`config.mk`:
```
export PLATFORM = sky130hd
export DESIGN_NAME = bidir_sr_ctrl
export DESIGN_NICKNAME = d
export VERILOG_FILES = /design/src/rtl/bidir_sr_pkg.sv /design/src/rtl/bidir_sr_ctrl.sv
export SDC_FILE = /design/constraint.sdc
export NUM_CORES = 1
export LEC_CHECK = 0
export ABC_AREA = 1
export BUFFER_PORTS_ARGS = -buffer_cell sky130_fd_sc_hd__buf_4
export CAP_MARGIN = 20
export CELL_PAD_IN_SITES_DETAIL_PLACEMENT = 1
export CELL_PAD_IN_SITES_GLOBAL_PLACEMENT = 1
export CORE_UTILIZATION = 40
export DETAILED_ROUTE_END_ITERATION = 10
export PLACE_DENSITY = 0.92
export SYNTH_ARGS = -nofsm -noshare
export SYNTH_HDL_FRONTEND = slang
export SYNTH_SLANG_ARGS = --single-unit
```
`constraint.sdc`:
```
create_clock -name clk -period 1.94 [get_ports clk]
set_input_delay 0.194 -clock clk [delete_from_list [all_inputs] [get_ports clk]]
set_output_delay 0.194 -clock clk [all_outputs]
set_load 0.1 [all_outputs]
```
`src/rtl/bidir_sr_pkg.sv`:
```
// Shared types and constants for the bidirectional shift-register sequencer.
package bidir_sr_pkg;

  localparam int unsigned DEFAULT_WIDTH = 4;

  localparam logic DIR_LEFT  = 1'b0;
  localparam logic DIR_RIGHT = 1'b1;

  typedef enum logic [2:0] {
    ST_IDLE    = 3'd0,
    ST_CLEAR   = 3'd1,
    ST_LOAD    = 3'd2,
    ST_CAPTURE = 3'd3,
    ST_DONE    = 3'd4
  } state_e;

endpackage

```
`src/rtl/bidir_sr_ctrl.sv`:
```
// Sequencer that loads a parallel word into an external free-running
// bidirectional shift register one bit per clock, then snapshots the result.
// Optional feature macro: BIDIR_SR_CTRL_VERIFY_EN (adds snapshot-vs-request compare on rsp_err).
module bidir_sr_ctrl
  import bidir_sr_pkg::*;
#(
  parameter int unsigned WIDTH = DEFAULT_WIDTH
) (
  input  logic             clk,
  input  logic             reset,
  input  logic             req_valid,
  output logic             req_ready,
  input  logic [WIDTH-1:0] req_word,
  input  logic             req_dir,
  output logic             rsp_valid,
  input  logic             rsp_ready,
  output logic [WIDTH-1:0] rsp_word,
  output logic             rsp_err,
  output logic             sr_reset,
  output logic             sr_shift,
  output logic             sr_data_in,
  input  logic [WIDTH-1:0] sr_data_out
);

  localparam int unsigned CNT_W = (WIDTH > 2) ? $clog2(WIDTH) : 1;
  localparam logic [CNT_W-1:0] CNT_LAST = CNT_W'(WIDTH - 1);

  state_e             state_q, state_d;
  logic [CNT_W-1:0]   bit_cnt_q, bit_cnt_d;
  logic [WIDTH-1:0]   word_q, word_d;
  logic               dir_q, dir_d;
  logic               req_ready_q, req_ready_d;
  logic               rsp_valid_q, rsp_valid_d;
  logic [WIDTH-1:0]   rsp_word_q, rsp_word_d;
  logic               sr_reset_q, sr_reset_d;
  logic               sr_shift_q, sr_shift_d;
  logic               sr_data_in_q, sr_data_in_d;
  logic [CNT_W-1:0]   bit_idx_d;

  // Next-state, datapath and next-output decode; outputs are derived from the
  // next state so the registered copies line up with the state they belong to.
  always_comb begin
    state_d    = state_q;
    bit_cnt_d  = bit_cnt_q;
    word_d     = word_q;
    dir_d      = dir_q;
    rsp_word_d = rsp_word_q;

    unique case (state_q)
      ST_IDLE: begin
        if (req_valid && req_ready_q) begin
          word_d  = req_word;
          dir_d   = req_dir;
          state_d = ST_CLEAR;
        end
      end
      ST_CLEAR: begin
        bit_cnt_d = '0;
        state_d   = ST_LOAD;
      end
      ST_LOAD: begin
        if (bit_cnt_q == CNT_LAST) begin
          bit_cnt_d = '0;
          state_d   = ST_CAPTURE;
        end else begin
          bit_cnt_d = bit_cnt_q + CNT_W'(1);
        end
      end
      ST_CAPTURE: begin
        rsp_word_d = sr_data_out;
        state_d    = ST_DONE;
      end
      ST_DONE: begin
        if (rsp_ready) state_d = ST_IDLE;
      end
      default: state_d = ST_IDLE;
    endcase

    // MSB first for left shifts, LSB first for right shifts
    bit_idx_d    = (dir_d == DIR_LEFT) ? (CNT_LAST - bit_cnt_d) : bit_cnt_d;

    req_ready_d  = (state_d == ST_IDLE);
    rsp_valid_d  = (state_d == ST_DONE);
    sr_reset_d   = (state_d == ST_CLEAR);
    sr_shift_d   = (state_d == ST_LOAD) ? dir_d : 1'b0;
    sr_data_in_d = (state_d == ST_LOAD) ? word_d[bit_idx_d] : 1'b0;
  end

  // State, datapath and output registers
  always_ff @(posedge clk or posedge reset) begin
    if (reset) begin
      state_q      <= ST_IDLE;
      bit_cnt_q    <= '0;
      word_q       <= '0;
      dir_q        <= DIR_LEFT;
      req_ready_q  <= 1'b0;
      rsp_valid_q  <= 1'b0;
      rsp_word_q   <= '0;
      sr_reset_q   <= 1'b0;
      sr_shift_q   <= 1'b0;
      sr_data_in_q <= 1'b0;
    end else begin
      state_q      <= state_d;
      bit_cnt_q    <= bit_cnt_d;
      word_q       <= word_d;
      dir_q        <= dir_d;
      req_ready_q  <= req_ready_d;
      rsp_valid_q  <= rsp_valid_d;
      rsp_word_q   <= rsp_word_d;
      sr_reset_q   <= sr_reset_d;
      sr_shift_q   <= sr_shift_d;
      sr_data_in_q <= sr_data_in_d;
    end
  end

`ifdef BIDIR_SR_CTRL_VERIFY_EN
  logic rsp_err_q, rsp_err_d;

  // Snapshot compare, captured alongside rsp_word and held through DONE
  always_comb begin
    rsp_err_d = rsp_err_q;
    if (state_q == ST_CAPTURE) rsp_err_d = (sr_data_out != word_q);
  end

  // Error flag register
  always_ff @(posedge clk or posedge reset) begin
    if (reset) rsp_err_q <= 1'b0;
    else       rsp_err_q <= rsp_err_d;
  end

  assign rsp_err = rsp_err_q;
`else
  assign rsp_err = 1'b0;
`endif

  assign req_ready  = req_ready_q;
  assign rsp_valid  = rsp_valid_q;
  assign rsp_word   = rsp_word_q;
  assign sr_reset   = sr_reset_q;
  assign sr_shift   = sr_shift_q;
  assign sr_data_in = sr_data_in_q;

endmodule

```
After elaboration in Yosys (flattened, before gate mapping)
Cells that the tools add are included.
- flip-flop bits (word level): 19
- output and inout bits: 10
- logic and storage cells: 39
- add/subtract/negate cells: 2
- magnitude comparators: 1
- equal/unequal tests: 8
- mux-type cells: 15
- reduce and logical (&&, ||, !) cells: 3
- operators by type and width (cell ; count):
    $pmux W3 S5 ; 1
    $eq A3 B2 Y1 const B ; 3
    $mux W3 ; 3
    $mux W4 ; 2
    $eq A3 B1 Y1 const B ; 2
    $eq A3 B3 Y1 const B ; 2
    $logic_not A3 Y1 ; 2
    $mux W1 ; 5
    $mux W2 ; 2
    $pmux W2 S2 ; 1
    $lt A2 B3 Y1 const B ; 1
    $add A2 B1 Y2 const B ; 1
    $bmux W1 S2 ; 1
    $eq A2 B2 Y1 const B ; 1
    $sub A2 B2 Y2 const A ; 1
    $logic_and A1 B1 Y1 ; 1

Depth between registers and ports, before layout
Gate-level depths: netlist (run 1).
- depth after elaboration: 8
- depth in mapped cells: 12

Worst setup path before layout (run 1)
OpenSTA, ideal clock, no wires.
- path type: reg2reg
- start point: reg req_ready_q (netlist: req_ready)
- end point: reg sr_data_in_q (netlist: sr_data_in)
- arrival time: 1.780 ns
- required time: 1.823 ns
- path slack: 0.043 ns
- cell stages (with the launch flop): 12
- buffers on the path: 0
- period minus slack after synthesis: 1.897 ns
- cell sequence: dfrtp_1 > nand2_1 > inv_1 > nand3_4 > nand2_1 > nand2_2 > nand2_1 > nand2_1 > nand2_1 > nand2_1 > nor2_1 > nor2_1
- longest elaborated chain between the ends: 7
- RTL lines (what ; line ; text):
    start: declaration ; bidir_sr_ctrl.sv:32 ; logic req_ready_q, req_ready_d;
    start signal: assignment ; bidir_sr_ctrl.sv:107 ; req_ready_q <= req_ready_d;
    $logic_and A1 B1 Y1 ; bidir_sr_ctrl.sv:51 ; if (req_valid && req_ready_q) begin
    $mux W1 ; bidir_sr_ctrl.sv:51 ;
    $mux W1 ; bidir_sr_ctrl.sv:49 ; unique case (state_q)
    named net dir_d ; bidir_sr_ctrl.sv:31 ; logic dir_q, dir_d;
    $mux W2 ; bidir_sr_ctrl.sv:80 ; bit_idx_d = (dir_d == DIR_LEFT) ? (CNT_LAST - bit_cnt_d) : bit_cnt_d;
    $bmux W1 S2 ; bidir_sr_ctrl.sv:86 ; sr_data_in_d = (state_d == ST_LOAD) ? word_d[bit_idx_d] : 1'b0;
    $mux W1 (implied by the code) ; bidir_sr_ctrl.sv:86 ;
    $mux W1 ; bidir_sr_ctrl.sv:86 ;
    named net sr_data_in_d ; bidir_sr_ctrl.sv:37 ; logic sr_data_in_q, sr_data_in_d;
    end signal: assignment ; bidir_sr_ctrl.sv:112 ; sr_data_in_q <= sr_data_in_d;
    end: declaration ; bidir_sr_ctrl.sv:37 ;
The timed path passes the listed nets, and every way through them passes these cells. The select of a mux whose other input is x is not followed.
A chain may end at the register's enable or synchronous reset.

Final worst setup path (run 1)
- start point: reg bit_cnt_q[0]
- end point: reg sr_data_in_q (netlist: sr_data_in)
- longest elaborated chain between the ends: 8
- RTL lines (what ; line ; text):
    start: declaration ; bidir_sr_ctrl.sv:29 ; logic [CNT_W-1:0] bit_cnt_q, bit_cnt_d;
    start signal: assignment ; bidir_sr_ctrl.sv:104 ; bit_cnt_q <= bit_cnt_d;
    $add A2 B1 Y2 or $eq A2 B2 Y1 (tied branches) ; bidir_sr_ctrl.sv:66, bidir_sr_ctrl.sv:62 ;
    $mux W2 ; bidir_sr_ctrl.sv:62 ; if (bit_cnt_q == CNT_LAST) begin
    $pmux W2 S2 ; bidir_sr_ctrl.sv:49 ;
    $sub A2 B2 Y2 ; bidir_sr_ctrl.sv:80 ;
    $mux W2 ; bidir_sr_ctrl.sv:80 ;
    $bmux W1 S2 ; bidir_sr_ctrl.sv:86 ;
    $mux W1 (implied by the code) ; bidir_sr_ctrl.sv:86 ;
    $mux W1 (*) ; bidir_sr_ctrl.sv:86 ;
    named net sr_data_in_d ; bidir_sr_ctrl.sv:37 ;
Mark *: on every way through the listed nets, which the timed path passes. The rest lies on a longest branch. The select of a mux whose other input is x is not followed.

==> results.cfg, run 1 <==
[critical_path]
crit_fanout = 3
cp.depth = 11
rr_worst_depth = 11
slowest_stage = dfrtp_1
cpPeakStageDelay_ps = 420
cpMostUsedCell = nand2_1
cp-endpoint = sr_data_in
startpoint_type = flip-flop
crit_path_start = bit_cnt_q[0]
arrival_ps = 1790
cp_top_family = simple AND/OR/NAND/NOR gates
critPathRequiredTime_ps = 2130
worst-path-buf-inv = 1
r2r_slack_ps = 350
critical_path.cell_chain = ha_1, nor2_1, inv_1, nand3_1, nand2_1, nand2_1, nand2_1, nand2_1, nand2_1, nor2_1, nor2_1
critPathCaptureType = flip-flop
r2r_start = bit_cnt_q[0]
critPathKind = reg2reg
r2r_end = sr_data_in

[global_route]
overflow = 0
grt_usage_pct = 20.2
antenna_found_initial = 0
grt_max_degree = 20
grt_pass1_wl_um = 3660
grt_pass1_vias = 808

[sta]
layout_min_cycle_time_ps = 1590
skew_ps = 1.99
finalSetupViolations = 0
slew_headroom_pct = 50.4
fin_crit_sh_pct = 82.1
rsz0062_at_grt = false
maxSlewViolCount = 0
setup_tns_ps = 0
fmax_mhz = 628
tightest_slew_ps = 743
hold_viol = 0

[placement]
place.gp.congestion = 0.787
port-buffer-count = 21
dp_hpwl_um = 1700

[final_layout]
areaGrowthSynthToFinish_pct = 23.4
n_fill_cell = 270
layout-drive-gt1-share_pct = 27.9
nets = 144
diodes = 0

[synth]
netlist.area_leader.share_pct = 53.0
synthArstFlopShare_pct = 100
netlist_area_um2 = 897
yosys_register_bits = 19
synth_most_common_cell = nand2_1
ys.flop_type = dfrtp_1
synth.area.top_cells = dfrtp_1 (53%), nand2_1 (14%), inv_1 (5.9%)
synth_enable_flop_cells = 0
yosysWarnings = 0
syn_inst = 105
syn_nets = 119
synth_common_cells = nand2_1 (33), dfrtp_1 (19), inv_1 (14), nand3_1 (8), nor2_1 (7)
yosysTopAreaCell = dfrtp_1
avgSynthCellArea_um2 = 8.54
yosysSeqAreaShare_pct = 53.0
synth.distinct_cells = 21

[clock_network]
cts.htree.levels = 1
clock_sinks = 19
holdBufCountCts = 0
clk_path_buf_depth = 2
clk_latency_ps = 290
cts_root_buf = clkbuf_4
path_clk_slew_ps = 110
post_cts_buffers = 0
cts_buffers = 3
cts_tree = built
cts_resized = 0

[drt]
totalWireLength_um = 2190
drc = 0
dr.pass1.iters = 4
drtIter0Drc = 10
ant_nets = 0
dr_total_vias = 761
wl_per_cell_um = 14.0
vias_per_cell = 4.88

[die]
io_pins = 23
die_area_mm2 = 0.00244
dieWidth_um = 49.4
coreArea_mm2 = 0.00204
die_height_um = 49.4
initial_core_util_pct = 43.9
num_rows = 16

[job]
maxCapViolCount = 0

[min_path]
hp-class = in2async

[outcome]
run_status = finished clean
## cells in the final DEF (no fill, tap or decap)
master    instances
nor2_2            1
nand3_1           8
and2_1            1
dfrtp_1          19
ha_1              1
nand3_2           1
mux2_2            4
nand2_1          33
o31ai_1           2
nor2_1            7
inv_2             3
nand4_1           1
inv_1            14
nand3_4           1
nor3_1            2
a21oi_1           1
clkbuf_1          1
o21ai_1           1
nand2_2           2
conb_1            1
o21ai_0           1
buf_4            21
clkbuf_4          3
## sequential cells by signal, summed over array words and instances, names as in the netlist
register    flops
rsp_word        4
word_q          4
state_q         3
bit_cnt_q       2
dir_q           1
req_ready       1
rsp_valid       1
sr_data_in      1
sr_reset        1
sr_shift        1
## how the worst min path moves through the flow
| stage | startpoint | endpoint | slack, ps | depth (start not counted) |
|---|---|---|---|---|
| finish | reset | req_ready | 20 | 2 |
| global placement | reset | rsp_valid | 350 | 2 |
| global route | reset | req_ready | 70 | 2 |
| CTS | reset | rsp_valid | 30 | 2 |
| floorplan | reset | bit_cnt_q[0] | 150 | 1 |
| detailed placement | reset | rsp_valid | 360 | 2 |
## cell families (layout without fill, tap and decap cells)
family / after synthesis / count (layout) / share of synthesized area (%)
simple gates: 57 / 57 / 28.9
buf+inv: 18 / 42 / 7.95
other cells: 1 / 1 / 0.418
compound gates: 5 / 5 / 3.35
mux: 4 / 4 / 5.02
fa+ha+maj: 1 / 1 / 1.39
flops: 19 / 19 / 53.0
## through the flow
stage	area, µm²	utilization, %	cells	hold WS [ps]	worst slack [ps]
floorplan	897	-	105	145	43.4
global placement	1080	52.9	152	353	478
detailed placement	1080	52.9	152	355	377
CTS	1110	54.2	156	29.7	343
global route	1110	54.2	156	72.2	160
finish	1110	54.2	156	16.7	347
## per-layer routing
layer | track usage (%) | routed length, µm
met1 | 24.9 | 967
met4 | 10.8 | 27
met3 | 2.80 | 43
met2 | 34.0 | 1150
met5 | 0 | 0
## area by class of cell
type	count	area, µm²	share of cell area, %
multi-input combinational	68	350	31.6
timing repair buffer	21	158	14.2
sequential	19	475	42.9
tap	27	33.8	3.05
inverter	17	63.8	5.76
clock buffer	4	26.3	2.37
Power of run 1 is left out: the tool's default activity adds up to more than one toggle a clock period on the data nets, which glitch-free logic cannot reach.
==> run 2, diff against run 1 <==
--- a/config.mk
+++ b/config.mk
@@ -10,9 +10,9 @@
 export CAP_MARGIN = 20
 export CELL_PAD_IN_SITES_DETAIL_PLACEMENT = 1
 export CELL_PAD_IN_SITES_GLOBAL_PLACEMENT = 1
-export CORE_UTILIZATION = 40
+export CORE_UTILIZATION = 37
 export DETAILED_ROUTE_END_ITERATION = 10
-export PLACE_DENSITY = 0.92
+export PLACE_DENSITY = 0.87
 export SYNTH_ARGS = -nofsm -noshare
 export SYNTH_HDL_FRONTEND = slang
 export SYNTH_SLANG_ARGS = --single-unit
==> constraint.sdc (replaced) <==
create_clock -name clk -period 1.6 [get_ports clk]
set_input_delay 0.16 -clock clk [delete_from_list [all_inputs] [get_ports clk]]
set_output_delay 0.16 -clock clk [all_outputs]
set_load 0.1 [all_outputs]
==> run 2 against run 1 <==
Largest cell class unchanged; flip-flop and latch count unchanged; clock skew increased by 1.4 ps; maximum frequency increased by 7.7%; utilization decreased by 0.79 points; hold slack improved by 46 ps; global-route usage increased by 0.62 points; non-clock buffer count increased by 7; routed wire length increased by 19%; worst setup slack got worse by 230 ps; cell count increased by 5.1%; highest routed layer unchanged; register-to-register slack got worse by 230 ps.
==> results.cfg, run 2 (synthesis gave the netlist of run 1 again) <==
[outcome]
run_status = finished clean

[clock_network]
clk_path_buf_depth = 2
cts_tree = built
clock_sinks = 19
cts_buffers = 3
cts.htree.levels = 1
clk_latency_ps = 280
path_clk_slew_ps = 100
cts_root_buf = clkbuf_4

[final_layout]
final_util_pct = 53.4
nets = 151
n_fill_cell = 277
layout-drive-gt1-share_pct = 36.8
areaGrowthSynthToFinish_pct = 34.3
mostFrequentLayoutCell = nand2_1
diodes = 0
layout_common_cells = nand2_1 (31), buf_4 (27), dfrtp_1 (17)

[placement]
pre_cts_slack_ps = 81.5
port-buffer-count = 21
dp_hpwl_um = 1820
place.gp.congestion = 0.813

[sta]
layout_setup_ws_ps = 121
layout_min_cycle_time_ps = 1480
fin_crit_sh_pct = 92.5
hold_viol = 0
fmax_mhz = 676
setup_tns_ps = 0
maxSlewViolCount = 0
finalSetupViolations = 0
skew_ps = 3.41

[global_route]
grt_pass1_vias = 870
grt_usage_pct = 20.9
grt_max_degree = 13
overflow = 0
antenna_found_initial = 0
grt_pass1_wl_um = 3930

[critical_path]
critPathKind = reg2reg
r2r_end = sr_data_in
r2r_start = state_q[1]
startpoint_type = flip-flop
critPathCaptureType = flip-flop
crit_fanout = 5
rr_worst_depth = 11
arrival_ps = 1670
critPathRequiredTime_ps = 1790
r2r_slack_ps = 120

[min_path]
min_path_cells = 2
hold_path_end = rsp_valid
hp-class = in2reg
hold_start = rsp_ready

[drt]
totalWireLength_um = 2610
drtIter0Drc = 12
ant_nets = 0
wl_per_cell_um = 15.9
dr_total_vias = 818
dr.pass1.iters = 4
drc = 0
vias_per_cell = 4.99

[job]
maxCapViolCount = 0

[die]
dieWidth_um = 51.2
initial_core_util_pct = 39.8
io_pins = 23
num_rows = 17
die_area_mm2 = 0.00263
die_height_um = 51.2
coreArea_mm2 = 0.00225
-- run 2: worst max path at each step --
stage / start / endpoint / depth (start not counted)
3_3_place_gp: bit_cnt_q[0] / sr_data_in / 11
4_1_cts: bit_cnt_q[0] / sr_data_in / 11
2_1_floorplan: req_ready / sr_data_in / 11
6_report: state_q[1] / sr_data_in / 11
3_5_place_dp: bit_cnt_q[0] / sr_data_in / 11
5_1_grt: bit_cnt_q[1] / sr_data_in / 10
-- run 2: critical path: stages, from the launching register on --
cell	delay, ps
dfrtp_2	470
buf_4	150
nand3_2	120
nand2_1	110
nand2_2	100
inv_2	50
nand2_1	70
nand2_1	80
nand2_1	60
nand2_1	50
nor2_1	90
nor2_1	50
-- run 2: timing repair --
action,CTS,global route
hold buffers,1,0
endpoints found under the setup margin,0,1
resized for setup,0,10
hold endpoints to repair,11,0
buffers inserted,0,4
-- run 2: per-layer routing --
layer  global-route usage [%]  vias up  routed length, µm
met2                     35.3       15               1440
met5                        0        -                  0
li1                         -      387                  -
met1                     25.2      408               1030
met4                     12.2        0                 77
met3                     2.68        8                 56
-- run 2: final cells by class --
class	instances	area, µm²	area share (%)
sequential	19	480	39.9
timing repair buffer	28	213	17.7
multi-input combinational	68	384	31.9
tap	28	35.0	2.91
inverter	17	66.3	5.50
clock buffer	4	26.3	2.18
-- run 2: per-stage QoR --
stage / area (µm²) / hold slack [ps] / std cells
after floorplan: 901 / 111 / 105
after CTS: 1140 / 41.5 / 160
final: 1200 / 62.8 / 164
after global routing: 1200 / 45.9 / 164
after detailed placement: 1100 / 199 / 155
after global placement: 1100 / 182 / 155
Power of run 2 is left out for the same reason.
